$ cat config.mk
export PLATFORM = sky130hd
export DESIGN_NAME = uart_tx_fifo_bridge_flat
export DESIGN_NICKNAME = d
export VERILOG_FILES = /design/src/rtl/uart_bridge_pkg.sv /design/src/rtl/uart_tx_fifo_bridge_if.sv /design/src/rtl/uart_tx_serializer.sv /design/src/rtl/uart_tx_fifo_bridge.sv /design/src/flat_wrapper.sv
export SDC_FILE = /design/constraint.sdc
export NUM_CORES = 1
export LEC_CHECK = 0
export BUFFER_PORTS_ARGS = -buffer_cell sky130_fd_sc_hd__buf_4
export CORE_AREA = 2 2 151 123
export DETAILED_ROUTE_END_ITERATION = 10
export DIE_AREA = 0 0 153 125
export HOLD_SLACK_MARGIN = 0.15
export PLACE_DENSITY = 0.73
export SLEW_MARGIN = 20
export SYNTH_ARGS = -nofsm -noshare
export SYNTH_HDL_FRONTEND = slang
export SYNTH_SLANG_ARGS = --single-unit
$ cat constraint.sdc
create_clock -name clk -period 4.5 [get_ports clk]
set_input_delay 0.9 -clock clk [delete_from_list [all_inputs] [get_ports clk]]
set_output_delay 0.9 -clock clk [all_outputs]
set_load 0.01 [all_outputs]
$ cat src/rtl/uart_bridge_pkg.sv
// uart_bridge_pkg: shared encodings for the bus-to-UART transmit bridge.
//   bus_state_t  - bus deserialiser FSM states (also exported on state_out)
//   ser_state_t  - UART serialiser bit FSM states
//   REG_*        - register select values decoded from the low address bits
//   CTRL_*       - bit positions inside the control register
package uart_bridge_pkg;

    typedef enum logic [2:0] {
        B_IDLE   = 3'd0,
        B_SHIFT  = 3'd1,
        B_DECODE = 3'd2,
        B_BURST  = 3'd3
    } bus_state_t;

    typedef enum logic [2:0] {
        S_IDLE   = 3'd0,
        S_START  = 3'd1,
        S_DATA   = 3'd2,
        S_PARITY = 3'd3,
        S_STOP   = 3'd4
    } ser_state_t;

    localparam int REG_TX   = 0;
    localparam int REG_CTRL = 1;

    localparam int CTRL_PAR_EN   = 0;
    localparam int CTRL_PAR_ODD  = 1;
    localparam int CTRL_TWO_STOP = 2;
    localparam int CTRL_CLR_OVF  = 7;

endpackage

$ cat src/rtl/uart_tx_fifo_bridge_if.sv
// uart_tx_fifo_bridge_if: bit-serial bus frame signals.
//   validIn  - frame strobe, high for every bit cycle of a frame
//   wren     - write qualifier, meaningful on the first frame cycle
//   Address  - serial address, MSB first
//   DataIn   - serial data, MSB first
//   BurstEn  - keep the latched address for further data-only frames
//   ready    - slave can take a whole frame
interface uart_tx_fifo_bridge_if;
    logic validIn;
    logic wren;
    logic Address;
    logic DataIn;
    logic BurstEn;
    logic ready;

    modport master (output validIn, wren, Address, DataIn, BurstEn, input ready);
    modport slave  (input validIn, wren, Address, DataIn, BurstEn, output ready);
endinterface

$ cat src/rtl/uart_tx_serializer.sv
// uart_tx_serializer: baud counter plus bit FSM for one UART character.
//   clk, reset    - clock, synchronous active-high reset
//   valid_i       - FIFO has a character
//   data_i        - FIFO head
//   cts_i         - clear-to-send, checked only when a character starts
//   parity_en_i / parity_odd_i / two_stop_i - framing, captured at pop
//   pop_o         - consume FIFO head this cycle
//   tx_o          - serial line (idles high)
//   busy_o        - high from the pop cycle through the last stop-bit cycle
module uart_tx_serializer
    import uart_bridge_pkg::*;
#(
    parameter int N            = 8,
    parameter int CLKS_PER_BIT = 868
) (
    input  logic         clk,
    input  logic         reset,
    input  logic         valid_i,
    input  logic [N-1:0] data_i,
    input  logic         cts_i,
    input  logic         parity_en_i,
    input  logic         parity_odd_i,
    input  logic         two_stop_i,
    output logic         pop_o,
    output logic         tx_o,
    output logic         busy_o
);
    localparam int BW = $clog2(CLKS_PER_BIT);
    localparam int IW = $clog2(N);

    ser_state_t     state_q, state_d;
    logic [BW-1:0]  baud_q, baud_d;
    logic [IW-1:0]  idx_q, idx_d;
    logic [N-1:0]   sh_q, sh_d;
    logic           par_q, par_d, pen_q, pen_d, two_q, two_d;
    logic           last, load;

    assign last = (baud_q == BW'(CLKS_PER_BIT - 1));

    always_ff @(posedge clk) begin
        if (reset) begin
            state_q <= S_IDLE;
            baud_q  <= '0;
            idx_q   <= '0;
            sh_q    <= '0;
            par_q   <= 1'b0;
            pen_q   <= 1'b0;
            two_q   <= 1'b0;
        end else begin
            state_q <= state_d;
            baud_q  <= baud_d;
            idx_q   <= idx_d;
            sh_q    <= sh_d;
            par_q   <= par_d;
            pen_q   <= pen_d;
            two_q   <= two_d;
        end
    end

    always_comb begin
        state_d = state_q;
        baud_d  = baud_q;
        idx_d   = idx_q;
        sh_d    = sh_q;
        par_d   = par_q;
        pen_d   = pen_q;
        two_d   = two_q;
        load    = 1'b0;
        tx_o    = 1'b1;

        if (state_q != S_IDLE)
            baud_d = last ? '0 : baud_q + 1'b1;

        case (state_q)
            S_IDLE: load = valid_i & cts_i;
            S_START: begin
                tx_o = 1'b0;
                if (last) begin
                    idx_d   = '0;
                    state_d = S_DATA;
                end
            end
            S_DATA: begin
                tx_o = sh_q[0];
                if (last) begin
                    sh_d = {1'b0, sh_q[N-1:1]};
                    if (idx_q == IW'(N - 1)) begin
                        idx_d   = '0;
                        state_d = pen_q ? S_PARITY : S_STOP;
                    end else begin
                        idx_d = idx_q + 1'b1;
                    end
                end
            end
            S_PARITY: begin
                tx_o = par_q;
                if (last) state_d = S_STOP;
            end
            S_STOP: begin
                // idx counts stop bits; the final stop cycle doubles as the
                // pop cycle of the next character so there is no idle gap.
                if (last) begin
                    if (two_q && idx_q == '0) idx_d = IW'(1);
                    else if (valid_i && cts_i) load = 1'b1;
                    else state_d = S_IDLE;
                end
            end
            default: state_d = S_IDLE;
        endcase

        if (load) begin
            state_d = S_START;
            baud_d  = '0;
            idx_d   = '0;
            sh_d    = data_i;
            par_d   = (^data_i) ^ parity_odd_i;
            pen_d   = parity_en_i;
            two_d   = two_stop_i;
        end
    end

    assign pop_o  = load;
    assign busy_o = (state_q != S_IDLE) | load;

endmodule

$ cat src/rtl/uart_tx_fifo_bridge.sv
// uart_tx_fifo_bridge: bit-serial bus slave feeding a TX FIFO and control
// register, drained by a UART serialiser.
//   clk, reset  - clock, synchronous active-high reset
//   bus         - serial bus frame signals (slave side)
//   cts         - clear-to-send from the far end
//   tx, busy    - UART line and serialiser activity
//   fifo_count  - FIFO occupancy
//   overflow    - sticky dropped-write flag, cleared by ctrl bit 7
//   state_out   - bus FSM state for debug
module uart_tx_fifo_bridge
    import uart_bridge_pkg::*;
#(
    parameter int N            = 8,
    parameter int ADN          = 12,
    parameter int MemN         = 2,
    parameter int DEPTH        = 16,
    parameter int CLKS_PER_BIT = 868,
    parameter int SLAVE_ID     = 0
) (
    input  logic                     clk,
    input  logic                     reset,
    uart_tx_fifo_bridge_if.slave     bus,
    input  logic                     cts,
    output logic                     tx,
    output logic                     busy,
    output logic [$clog2(DEPTH):0]   fifo_count,
    output logic                     overflow,
    output logic [2:0]               state_out
);
    localparam int L       = (ADN > N) ? ADN : N;
    localparam int CW      = $clog2(L + 1);
    localparam int AW      = $clog2(DEPTH);
    localparam int CLR_IDX = (N >= 8) ? CTRL_CLR_OVF : 0;

    // ---------------- bus deserialiser ----------------
    bus_state_t      bst_q, bst_d;
    logic [CW-1:0]   cnt_q, cnt_d;
    logic [ADN-1:0]  addr_q, addr_d;
    logic [N-1:0]    data_q, data_d;
    logic [MemN-1:0] sel_q, sel_d;
    logic            match_q, match_d, bpush_q, bpush_d;

    logic            dec_match, in_dec, wr_v, push_req, ctrl_we;
    logic [MemN-1:0] dec_sel, wr_s;

    assign dec_match = (addr_q[ADN-1:MemN] == (ADN - MemN)'(SLAVE_ID));
    assign dec_sel   = addr_q[MemN-1:0];

    always_ff @(posedge clk) begin
        if (reset) begin
            bst_q   <= B_IDLE;
            cnt_q   <= '0;
            addr_q  <= '0;
            data_q  <= '0;
            sel_q   <= '0;
            match_q <= 1'b0;
            bpush_q <= 1'b0;
        end else begin
            bst_q   <= bst_d;
            cnt_q   <= cnt_d;
            addr_q  <= addr_d;
            data_q  <= data_d;
            sel_q   <= sel_d;
            match_q <= match_d;
            bpush_q <= bpush_d;
        end
    end

    always_comb begin
        bst_d   = bst_q;
        cnt_d   = cnt_q;
        addr_d  = addr_q;
        data_d  = data_q;
        sel_d   = sel_q;
        match_d = match_q;
        bpush_d = 1'b0;
        case (bst_q)
            B_IDLE: begin
                // the first frame bit is captured on the strobe cycle itself
                if (bus.validIn && bus.wren) begin
                    addr_d = {addr_q[ADN-2:0], bus.Address};
                    data_d = {data_q[N-2:0], bus.DataIn};
                    cnt_d  = CW'(1);
                    bst_d  = B_SHIFT;
                end
            end
            B_SHIFT: begin
                if (!bus.validIn) begin
                    cnt_d = '0;
                    bst_d = B_IDLE;
                end else begin
                    if (cnt_q < CW'(ADN)) addr_d = {addr_q[ADN-2:0], bus.Address};
                    if (cnt_q < CW'(N))   data_d = {data_q[N-2:0], bus.DataIn};
                    if (cnt_q == CW'(L - 1)) begin
                        cnt_d = '0;
                        bst_d = B_DECODE;
                    end else begin
                        cnt_d = cnt_q + 1'b1;
                    end
                end
            end
            B_DECODE: begin
                sel_d   = dec_sel;
                match_d = dec_match;
                bst_d   = bus.BurstEn ? B_BURST : B_IDLE;
            end
            B_BURST: begin
                if (bus.validIn) begin
                    data_d = {data_q[N-2:0], bus.DataIn};
                    if (cnt_q == CW'(N - 1)) begin
                        cnt_d   = '0;
                        bpush_d = 1'b1;
                    end else begin
                        cnt_d = cnt_q + 1'b1;
                    end
                end else begin
                    // a partial burst frame is discarded when validIn drops
                    cnt_d = '0;
                    if (!bus.BurstEn) bst_d = B_IDLE;
                end
            end
            default: bst_d = B_IDLE;
        endcase
    end

    // Writes come from DECODE (live address) or one cycle after a burst frame
    // (latched select); the two never coincide.
    assign in_dec   = (bst_q == B_DECODE);
    assign wr_v     = (in_dec && dec_match) || (bpush_q && match_q);
    assign wr_s     = in_dec ? dec_sel : sel_q;
    assign push_req = wr_v && (wr_s == MemN'(REG_TX));
    assign ctrl_we  = wr_v && (wr_s == MemN'(REG_CTRL));

    // ---------------- TX FIFO + ctrl ----------------
    logic [N-1:0]  mem_q [DEPTH];
    logic [AW-1:0] wptr_q, rptr_q;
    logic [AW:0]   count_q;
    logic [2:0]    ctrl_q;
    logic          overflow_q, full, empty, do_push, pop;

    assign full    = (count_q == (AW + 1)'(DEPTH));
    assign empty   = (count_q == '0);
    assign do_push = push_req && !full;

    always_ff @(posedge clk) begin
        if (do_push) mem_q[wptr_q] <= data_q;
    end

    always_ff @(posedge clk) begin
        if (reset) begin
            wptr_q     <= '0;
            rptr_q     <= '0;
            count_q    <= '0;
            ctrl_q     <= '0;
            overflow_q <= 1'b0;
        end else begin
            if (do_push) wptr_q <= wptr_q + 1'b1;
            if (pop)     rptr_q <= rptr_q + 1'b1;
            case ({do_push, pop})
                2'b10:   count_q <= count_q + 1'b1;
                2'b01:   count_q <= count_q - 1'b1;
                default: count_q <= count_q;
            endcase
            if (ctrl_we) begin
                ctrl_q <= data_q[CTRL_TWO_STOP:CTRL_PAR_EN];
                if ((N >= 8) && data_q[CLR_IDX]) overflow_q <= 1'b0;
            end
            if (push_req && full) overflow_q <= 1'b1;
        end
    end

    uart_tx_serializer #(
        .N            (N),
        .CLKS_PER_BIT (CLKS_PER_BIT)
    ) u_ser (
        .clk          (clk),
        .reset        (reset),
        .valid_i      (!empty),
        .data_i       (mem_q[rptr_q]),
        .cts_i        (cts),
        .parity_en_i  (ctrl_q[CTRL_PAR_EN]),
        .parity_odd_i (ctrl_q[CTRL_PAR_ODD]),
        .two_stop_i   (ctrl_q[CTRL_TWO_STOP]),
        .pop_o        (pop),
        .tx_o         (tx),
        .busy_o       (busy)
    );

    assign bus.ready  = ((bst_q == B_IDLE) || (bst_q == B_BURST)) && !full;
    assign fifo_count = count_q;
    assign overflow   = overflow_q;
    assign state_out  = bst_q;

endmodule

$ cat src/flat_wrapper.sv
// flat-port wrapper written by rule: the top's interface ports become plain ports
module uart_tx_fifo_bridge_flat import uart_bridge_pkg::*;
#(
    parameter int N            = 8,
    parameter int ADN          = 12,
    parameter int MemN         = 2,
    parameter int DEPTH        = 16,
    parameter int CLKS_PER_BIT = 868,
    parameter int SLAVE_ID     = 0
)
  (clk, reset, cts, tx, busy, fifo_count, overflow, state_out, bus_validIn, bus_wren, bus_Address, bus_DataIn, bus_BurstEn, bus_ready);
  uart_tx_fifo_bridge_if bus_i ();
  input  logic clk;
  input  logic reset;
  input  logic cts;
  output logic tx;
  output logic busy;
  output logic [$clog2(DEPTH):0] fifo_count;
  output logic overflow;
  output logic [2:0] state_out;
  input wire logic [$bits(bus_i.validIn)-1:0] bus_validIn;
  input wire logic [$bits(bus_i.wren)-1:0] bus_wren;
  input wire logic [$bits(bus_i.Address)-1:0] bus_Address;
  input wire logic [$bits(bus_i.DataIn)-1:0] bus_DataIn;
  input wire logic [$bits(bus_i.BurstEn)-1:0] bus_BurstEn;
  output wire logic [$bits(bus_i.ready)-1:0] bus_ready;
  assign bus_i.validIn = bus_validIn;
  assign bus_i.wren = bus_wren;
  assign bus_i.Address = bus_Address;
  assign bus_i.DataIn = bus_DataIn;
  assign bus_i.BurstEn = bus_BurstEn;
  assign bus_ready = bus_i.ready;
  uart_tx_fifo_bridge #(.N(N), .ADN(ADN), .MemN(MemN), .DEPTH(DEPTH), .CLKS_PER_BIT(CLKS_PER_BIT), .SLAVE_ID(SLAVE_ID)) u_core (.clk(clk), .reset(reset), .bus(bus_i), .cts(cts), .tx(tx), .busy(busy), .fifo_count(fifo_count), .overflow(overflow), .state_out(state_out));
endmodule
==> summary.md <==
| Metric | Value |
|---|---|
| Critical path launch point type | flop |
| IO Pins | 20 |
| Placed cells | 849 |
| CP endpoint kind | flop |
| Max Fclk | about 250 MHz |
| Total iterations of the first detailed-routing run | 5 |
| Maximum fanout along the worst path | 22 |
| Slowest CP cell | a2111o_1 |
| Max-slew headroom | 33.5% |
| Starting DRT DRC Count | ~340 |
| Worst vdd ir | between 0.0002 and 0.0003 V |
| Worst min-delay path class | flop to flop |
| DP HPWL | 10800 µm |
| Row count | 44 |
| Hold buffers post-CTS | 0 |
| Final Slew Violations | 0 |
| Clock Sink Count | 206 |
| Die span in x | ~150 µm |
| MaxCap Viol Count | 0 |
| GRT overflow | 0 |
| Crit path time final | 3980 ps |
| Final Power | 4.24 mW |
| Pin count of the biggest net entering global routing | 62 |
| Worst hold slack | 458 ps |
| DRT antenna net count | 0 |
| Yosys cell types | 58 |
| Switching pwr | 925 µW |
| Clock slew at reported path FFs | 60 ps |
| Number of global-route vias before repair | ~5000 |
| Sum Neg Setup Slack | 0 ps |
| PD cells | 436 nW/µm² |
| R2r worst-path depth | 18 |
| Combinational family with the most area after synthesis | multiplexers |
| Simple-gate area share of the yosys netlist | 10.0% |
| Die H | roughly 130 µm |
| Most common cell after layout, fill and taps aside | edfxtp_1 |
| Layout cell share with drive strength beyond 1 | between 10% and 20% |
| Final-report hold violation count | 0 |
| Post-synth EDFFs | 128 |
| Crit Path Class | flop to flop |
| Reg2Reg Capture Point | u_core.fifo_count[4] |
| Nets | around 670 |
| CP arrival | 4320 ps |
| Ys Warns | 0 |
| Longest Clk Path Bufs | 3 |
| Seq/Total Area, Yosys | about 62% |
| Initial Util | between 40 and 50% |
| Leakage power | 3.48 nW |
| Area Growth Syn to Fin | 12.1% |
| Flop2flop setup slack | ~520 ps |
| DR vias/cell | ~5.7 |
| Final Skew | 8.77 ps |
| Worst slew pin tran | between 900 and 1000 ps |
| Skew-Pair Late Insertion Delay | a little under 500 ps |
| Mapped Cells | between 600 and 700 |
| Yosys reg bits | 206 |
| Setup-failing EPs final | 0 |
| Gate power share | 8.0% |
| Sequential power share | 49.3% |
| Synth Area per Inst | 13.9 µm² |
| Largest stage delay on the critical path | 420 ps |
| Share of the clock period used by the worst path | 88.4% |
| CTS tree | yes |
| Vias | 5055 |
| Adder-cell area share of the yosys netlist | 2.45% |
| Root Driver | clkbuf_16 |
| Syn_nets | 650 |
| Crit-path most repeated cell | ha_1 |
| Core Box Area | about 18000 µm² |
| Critical Path RT | between 4000 and 5000 ps |
| GRT Util Overall | roughly 18% |
| Mux cell area share after synthesis | between 10 and 15% |
| Synth Area in Compound Gates | 5.16% |
| Synth Flop Type | edfxtp_1 |
| Sw frac | 21.8% |
| Critical Path Sink | u_core.fifo_count[4] |
| H-Tree Depth | 1 |
| Post-Syn Area | 8680 µm² |
| Fill count | 1385 |
| RSZ-0062 raised after global routing | false |
| Async S/R FF share, synth | 0% |
| Wirelength per Cell | 18.8 µm |
| Post-cts sizing count | 0 |
| Crit-path cells | ha_1 > and4b_1 > nand4_1 > buf_4 > nand2b_1 > a2111o_1 > buf_4 > clkinv_1 > ha_1 > xor2_1 > ha_1 > a21oi_1 > nor2b_1 > o21ai_0 > a21oi_1 > o21bai_1 > xor2_1 > nor2_1 |
| Final cell count without fillers | 885 |
| Postcts setup bufs | 0 |
| Routability cong. | 0.800 |
| FF-to-FF Start | u_core.u_ser.baud_q[1] |
| First-pass GRT wire length | 26800 µm |
| TritonCTS Buffers | 20 |
| DR DRC count | 0 |
| Full die area | roughly 19000 µm² |
| Initial antenna violation count | 0 |
| PortBufs | 18 |
| Status | finished clean |
| Int Power | around 3.3 mW |
| Most frequent cells in the layout | edfxtp_1, nor2_1, dfxtp_1 |
| Synth Area in XOR/XNOR | between 3 and 4% |
| Clock network fraction of design power | 42.7% |
| Final Routed Wirelength | approximately 17000 µm |
| CP startpoint | u_core.u_ser.baud_q[1] |
| Ant diodes | 0 |
==> synthesized netlist by cell type (11+ instances only) <==
cell type / n / area share (%)
clkbuf_1: 23 / 0.99
nand3_1: 15 / 0.87
mux4_1: 17 / 5.1
mux2i_1: 36 / 4.2
a21oi_1: 26 / 1.5
edfxtp_1: 128 / 44
inv_1: 12 / 0.52
xor2_1: 15 / 1.5
mux4_2: 19 / 4.9
nor2_1: 79 / 3.4
dfxtp_1: 78 / 18
nand2_1: 34 / 1.5
ha_1: 17 / 2.5
o21ai_0: 12 / 0.69
nor3_1: 11 / 0.63
==> sequential cells by signal (all words and copies together) (netlist names), named ones only <==
signal                flops
u_core.addr_q            12
u_core.fifo_count         5
u_core.match_q            1
u_core.ctrl_q             3
u_core.data_q             8
u_core.bpush_q            1
u_core.sel_q              2
u_core.wptr_q             4
u_core.u_ser.pen_q        1
u_core.u_ser.sh_q         8
u_core.state_out          2
u_core.u_ser.baud_q      10
u_core.rptr_q             4
u_core.u_ser.par_q        1
u_core.cnt_q              4
u_core.u_ser.two_q        1
u_core.u_ser.idx_q        3
u_core.overflow           1
u_core.mem_q            128
u_core.u_ser.state_q      3
==> metrics by stage <==
stage / setup slack, ps / utilization [%] / area, µm²
floorplan: 970 / - / 8680
CTS: 566 / 54.7 / 9730
global placement: 840 / 50.6 / 9000
detailed placement: 601 / 50.6 / 9000
global route: 209 / 54.7 / 9730
finish: 524 / 54.7 / 9730
==> metal layers <==
metal / wire, µm / share of wire, % / track usage, %
met1: 7060 / 43 / 23.6
met2: 8220 / 50 / 30.1
met3: 1000 / 6.0 / 3.15
met4: 317 / 1.9 / 4.47
met5: 0 / 0 / 0
==> logic make-up after synthesis <==
family | after synthesis
DFF | 206
adders and majority gates | 17
buffers and inverters | 47
muxes | 73
xor gates and xnor gates | 25
other | 1
and+or+nand+nor | 185
AOI/OAI and AO/OA | 71
==> power groups by stage <==
stage	registers [mW]	logic, mW	clock network (mW)
floorplan	2.10	0.284	0
global placement	2.13	0.326	0
detailed placement	2.14	0.338	0
CTS	2.10	0.341	1.83
global route	2.10	0.374	1.91
finish	2.09	0.339	1.81
==> cell type report <==
cell class | instances | area (µm²) | share of cell area, %
clock buffers | 25 | 562 | 5.77
clock inverters | 11 | 165 | 1.70
inverters | 13 | 48.8 | 0.502
multi-input cells | 372 | 3050 | 31.3
flip-flops and latches | 206 | 5410 | 55.6
well taps | 230 | 288 | 2.96
repair buffers | 28 | 210 | 2.16
==> worst min-delay path by stage <==
stage                                   from                  to  slack [ps]  depth (start not counted)
after floorplan             u_core.ctrl_q[2]  u_core.u_ser.two_q         430                          2
after CTS                 u_core.u_ser.par_q  u_core.u_ser.par_q         460                          2
final                     u_core.u_ser.par_q  u_core.u_ser.par_q         460                          2
after detailed placement  u_core.u_ser.par_q  u_core.u_ser.par_q         450                          2
after global routing      u_core.u_ser.par_q  u_core.u_ser.par_q         480                          2
after global placement      u_core.ctrl_q[2]  u_core.u_ser.two_q         450                          2
==> worst max-delay path: cells and delay by family (launching register included) <==
kind | cells | cell delay, ps
flip-flops | 1 | 400
buffers and inverters | 3 | 590
AO/OA/AOI/OAI | 5 | 1100
XOR/XNOR | 2 | 310
AND/OR/NAND/NOR | 5 | 630
adder cells (fa/ha/maj) | 3 | 800
(Power assumes the default switching activity.)
